==> src/rtl/johnson_counter_param.sv <==
// Parametrised Johnson (twisted-ring) counter with enable, direction, parallel load,
// illegal-load detection/correction, decoded state index and terminal-count strobe.
module johnson_counter_param #(
  parameter int WIDTH        = 4,
  parameter bit SELF_CORRECT = 1'b1,
  parameter int IDX_W        = $clog2(2*WIDTH)
) (
  input  logic             clk,
  input  logic             reset,
  input  logic             en,
  input  logic             dir,
  input  logic             load,
  input  logic [WIDTH-1:0] load_val,
  output logic [WIDTH-1:0] q,
  output logic [IDX_W-1:0] state_idx,
  output logic             tc,
  output logic             illegal
);

  localparam int               PERIOD   = 2*WIDTH;
  localparam logic [WIDTH-2:0] EDGE_ONE = (WIDTH-1)'(1);
  localparam logic [IDX_W-1:0] IDX_LAST = IDX_W'(PERIOD-1);

  logic [WIDTH-1:0] q_q, q_d;
  logic             illegal_q, illegal_d;
  logic [WIDTH-2:0] trans_cur, trans_ld;
  logic             q_legal, ld_legal;
  logic [IDX_W-1:0] ones;
  logic [IDX_W-1:0] idx_raw;

  // A Johnson code has at most one position where neighbouring bits differ.
  assign trans_cur = q_q[WIDTH-2:0] ^ q_q[WIDTH-1:1];
  assign trans_ld  = load_val[WIDTH-2:0] ^ load_val[WIDTH-1:1];
  assign q_legal   = ((trans_cur & (trans_cur - EDGE_ONE)) == '0);
  assign ld_legal  = ((trans_ld & (trans_ld - EDGE_ONE)) == '0);

  always_comb begin
    q_d       = q_q;
    illegal_d = 1'b0;
    if (load) begin
      if (ld_legal) begin
        q_d = load_val;
      end else begin
        illegal_d = 1'b1;
        q_d       = SELF_CORRECT ? '0 : load_val;
      end
    end else if (en) begin
      q_d = dir ? {q_q[WIDTH-2:0], ~q_q[WIDTH-1]} : {~q_q[0], q_q[WIDTH-1:1]};
    end
  end

  always_ff @(posedge clk or negedge reset) begin
    if (!reset) begin
      q_q       <= '0;
      illegal_q <= 1'b0;
    end else begin
      q_q       <= q_d;
      illegal_q <= illegal_d;
    end
  end

  always_comb begin
    ones = '0;
    for (int i = 0; i < WIDTH; i++) begin
      ones = ones + IDX_W'(q_q[i]);
    end
  end

  // When PERIOD is a power of two IDX_W'(PERIOD) truncates to 0; modular subtraction still
  // yields PERIOD-ones because ones>=1 whenever the MSB is set.
  assign idx_raw   = q_q[WIDTH-1] ? (IDX_W'(PERIOD) - ones) : ones;
  assign state_idx = q_legal ? idx_raw : '0;

  assign tc = en & ~load & q_legal &
              ((dir & (state_idx == IDX_LAST)) | (~dir & (state_idx == '0)));

  assign q       = q_q;
  assign illegal = illegal_q;

endmodule
==> config.mk <==
export PLATFORM = sky130hd
export DESIGN_NAME = johnson_counter_param
export DESIGN_NICKNAME = d
export VERILOG_FILES = /design/src/rtl/johnson_counter_param.sv
export SDC_FILE = /design/constraint.sdc
export NUM_CORES = 1
export LEC_CHECK = 0
export CORE_AREA = 3 3 40 42
export CTS_BUF_LIST = sky130_fd_sc_hd__clkbuf_4
export DETAILED_ROUTE_END_ITERATION = 16
export DIE_AREA = 0 0 43 45
export GPL_ROUTABILITY_DRIVEN = 0
export GPL_TIMING_DRIVEN = 0
export PLACE_DENSITY = 0.75
export RECOVER_POWER = 100
export REMOVE_ABC_BUFFERS = 1
export SLEW_MARGIN = 10
export SYNTH_ARGS = -nofsm -noshare
export SYNTH_HDL_FRONTEND = slang
export SYNTH_SLANG_ARGS = --single-unit
==> constraint.sdc <==
create_clock -name clk -period 3.2 [get_ports clk]
set_input_delay 0.64 -clock clk [delete_from_list [all_inputs] [get_ports clk]]
set_output_delay 0.64 -clock clk [all_outputs]
set_load 0.03 [all_outputs]
==> results.cfg <==
[timing]
finalSetupViolCount = 1
hold_viol_final = 0
finalWorstSetupSlack_ns = -0.295
post-route-min-period_ns = 3.50
worst_slew_pin_slew_ns = 0.367
finalSetupTns_ns = -0.295
rsz0062_at_grt = true
fmax_mhz = 286
slew_headroom_pct = 75.7
fin_crit_sh_pct = 109
slew_viol_final = 0
fin_skew_ns = 0.00458

[routing]
drc = 0
wl_per_cell_um = 12.1
drt-total-wl_um = 1270
post_drt_via_cell_ratio = 5.33
drtIter0Drc = 0
vias = 560
ant_nets = 0
drt_pre_antenna_iters = 1

[yosys]
avgSynthCellArea_um2 = 8.00
synthCells = 68
synth_warnings = 0
yosysTopAreaCell = dfrtp_1
synth.distinct_cells = 24
syn_area_um2 = 544
synth.area.top_cells = dfrtp_1, mux2i_1, ha_1
seq_area_frac_synth_pct = 23.0
synth_top_area_share_pct = 23.0
ys_seq_elements = 5

[min_path]
hold_path_class = in -> async

[placed_design]
io_buffers = 17
dp.cells = 98
dp_slack_ns = -0.796
post-dp-hpwl_um = 954

[floorplanning]
die_w_um = 43
start_util_pct = 42.4
io_pins = 18
core_um2 = 1280
row_count = 13
die_area_um2 = 1940
fp.dieH_um = 45

[grt]
grt_overflow = 0
grt_max_degree = 11
antenna_found_initial = 0
grt_pass1_vias = 521
grt_pass1_wl_um = 2080
track_usage_pct = 14.3

[critical_path]
crit_path_cell_trace = fa_1 > ha_2 > ha_4 > inv_2 > ha_4 > a32o_2 > nand4b_1 > a2111oi_2 > buf_4
critPathMaxStageDelay_ns = 0.48
path_buf_inv = 2
path_common_cell = ha_4
critPathSlowestCell = fa_1
worstPathArrival_ns = 2.86
worstSetupStartpoint = q[0]
reg2reg_from = q[3]
crit_type = reg -> out
end_kind = primary output
critPathRequiredTime_ns = 2.56
startpoint_type = register
cp_top_family = adder cells
path_max_fanout = 2

[run_status]
violations = negative setup slack
status = finished, violations left

[clock_tree]
tritoncts = yes
ctsHoldBuffers = 0
worst_skew_pair.late_latency_ns = 0.24
cts_buffer_depth = 2
htree_levels = 1
cts_buffers = 3
numClockSinks = 5
root_buffer = clkbuf_4
clk_pin_slew_worst_paths_ns = 0.05

[pwr]
p_clk_share_pct = 21.2
pwr-share-comb_pct = 59.0
seqPwrFrac_pct = 19.8
p_int_w = 0.000225
p_sw_w = 0.000163
leakage_nw = 0.369
switching_share_pct = 42.1
irDropWorstVdd_uv = 359
p_per_area_nw_per_um2 = 485

[layout]
layoutNonFillerInstCount = 105
nets = 105
synthToLayoutAreaGrowth_pct = 47.1
layout-drive-gt1-share_pct = 25.6
nFillCells = 114
insertedDiodeCount = 0

[flow_run]
drv_cap = 0
## layout make-up
type                       instances  area [um2]  area share, %
clock buffer                       4        30.0           3.75
multi-input combinational         55         423           52.8
inverter                           6        22.5           2.81
sequential                         5         129           16.1
timing repair buffer              20         178           22.2
tap                               15        18.8           2.34
## metal layers
metal / global-route usage, % / share of wire, %
met5: 0 / 0
met4: 3.61 / 0
met3: 3.59 / 4.3
met2: 30.2 / 53
met1: 13.5 / 42
## cells by family (layout without fill, tap and decap cells)
logic type	Yosys count	in the layout	synth area share, %
mux	7	7	12.9
fa+ha+maj	5	5	12.9
flops	5	5	23.0
simple gates	25	25	21.6
buf+inv	8	30	5.52
compound gates	18	18	24.1
## registers in the layout (all words and copies together), names as in the netlist
register  flops
illegal       1
q             4
## worst register-to-register path: cells and delay by family, from the launching register on
family / cells / cell delay, ns
muxes: 1 / 0.08
AOI/OAI and AO/OA: 2 / 0.26
DFF: 1 / 0.40
and+or+nand+nor: 1 / 0.07
buffers and inverters: 2 / 0.26
## synth_stat cells, drive strengths merged
cell     instances
inv              6
nand2           10
o22ai            1
fa               1
nand3            3
a2111oi          1
a21oi            5
and2             2
dfrtp            5
clkbuf           2
nand4b           1
a32o             2
o311a            1
nor2b            1
nor2             6
o21ai            6
mux2i            7
ha               4
o32ai            1
or2              2
a22oi            1
## power by group through the flow
stage                     logic (W)  registers [W]  clock network [W]
after global placement     0.000200      0.0000831                  0
after global routing       0.000256      0.0000783          0.0000903
after floorplan            0.000119      0.0000939                  0
after CTS                  0.000233      0.0000772          0.0000854
after detailed placement   0.000203      0.0000834                  0
final                      0.000229      0.0000768          0.0000823
## per-stage QoR
stage	hold WS [ns]	cell area, um2	utilization, %	power (W)
detailed placement	0.735	726	56.5	0.000287
global route	0.692	801	62.3	0.000424
global placement	0.717	726	56.5	0.000283
floorplan	0.344	537	-	0.000213
finish	0.681	801	62.3	0.000388
CTS	0.610	810	63.0	0.000396
## path summary, 6_finish.rpt
check	endpoint	slack (ns)	cells after the start
worst min register to register	q[2]	0.72	2
worst max register to register	q[0]	2.04	6
worst min-delay path	q[2]	0.68	1
max in group asynchronous	q[1]	2.31	1
min in group clk	q[2]	0.72	2
worst max-delay path	tc	-0.30	9
## timing repair
action                     4_1_cts  5_1_grt
pin swaps                        6        3
setup endpoints to repair        3        3
gates resized for setup         19        4
hold endpoints to repair         0        0
buffers inserted                 3        0
## cells in the final DEF (no fill, tap or decap), types with 2 or more instances in the layout
master	n
nand2_1	10
mux2i_1	7
dlygate4sd3_1	7
clkdlybuf4s50_1	6
inv_1	5
nor2_1	5
o21ai_0	5
a21oi_1	4
clkbuf_4	4
buf_4	4
nand3_1	3
dfrtp_2	3
or2_1	2
and2_4	2
ha_4	2
dfrtp_1	2
Power figures use the tool's default switching activity.
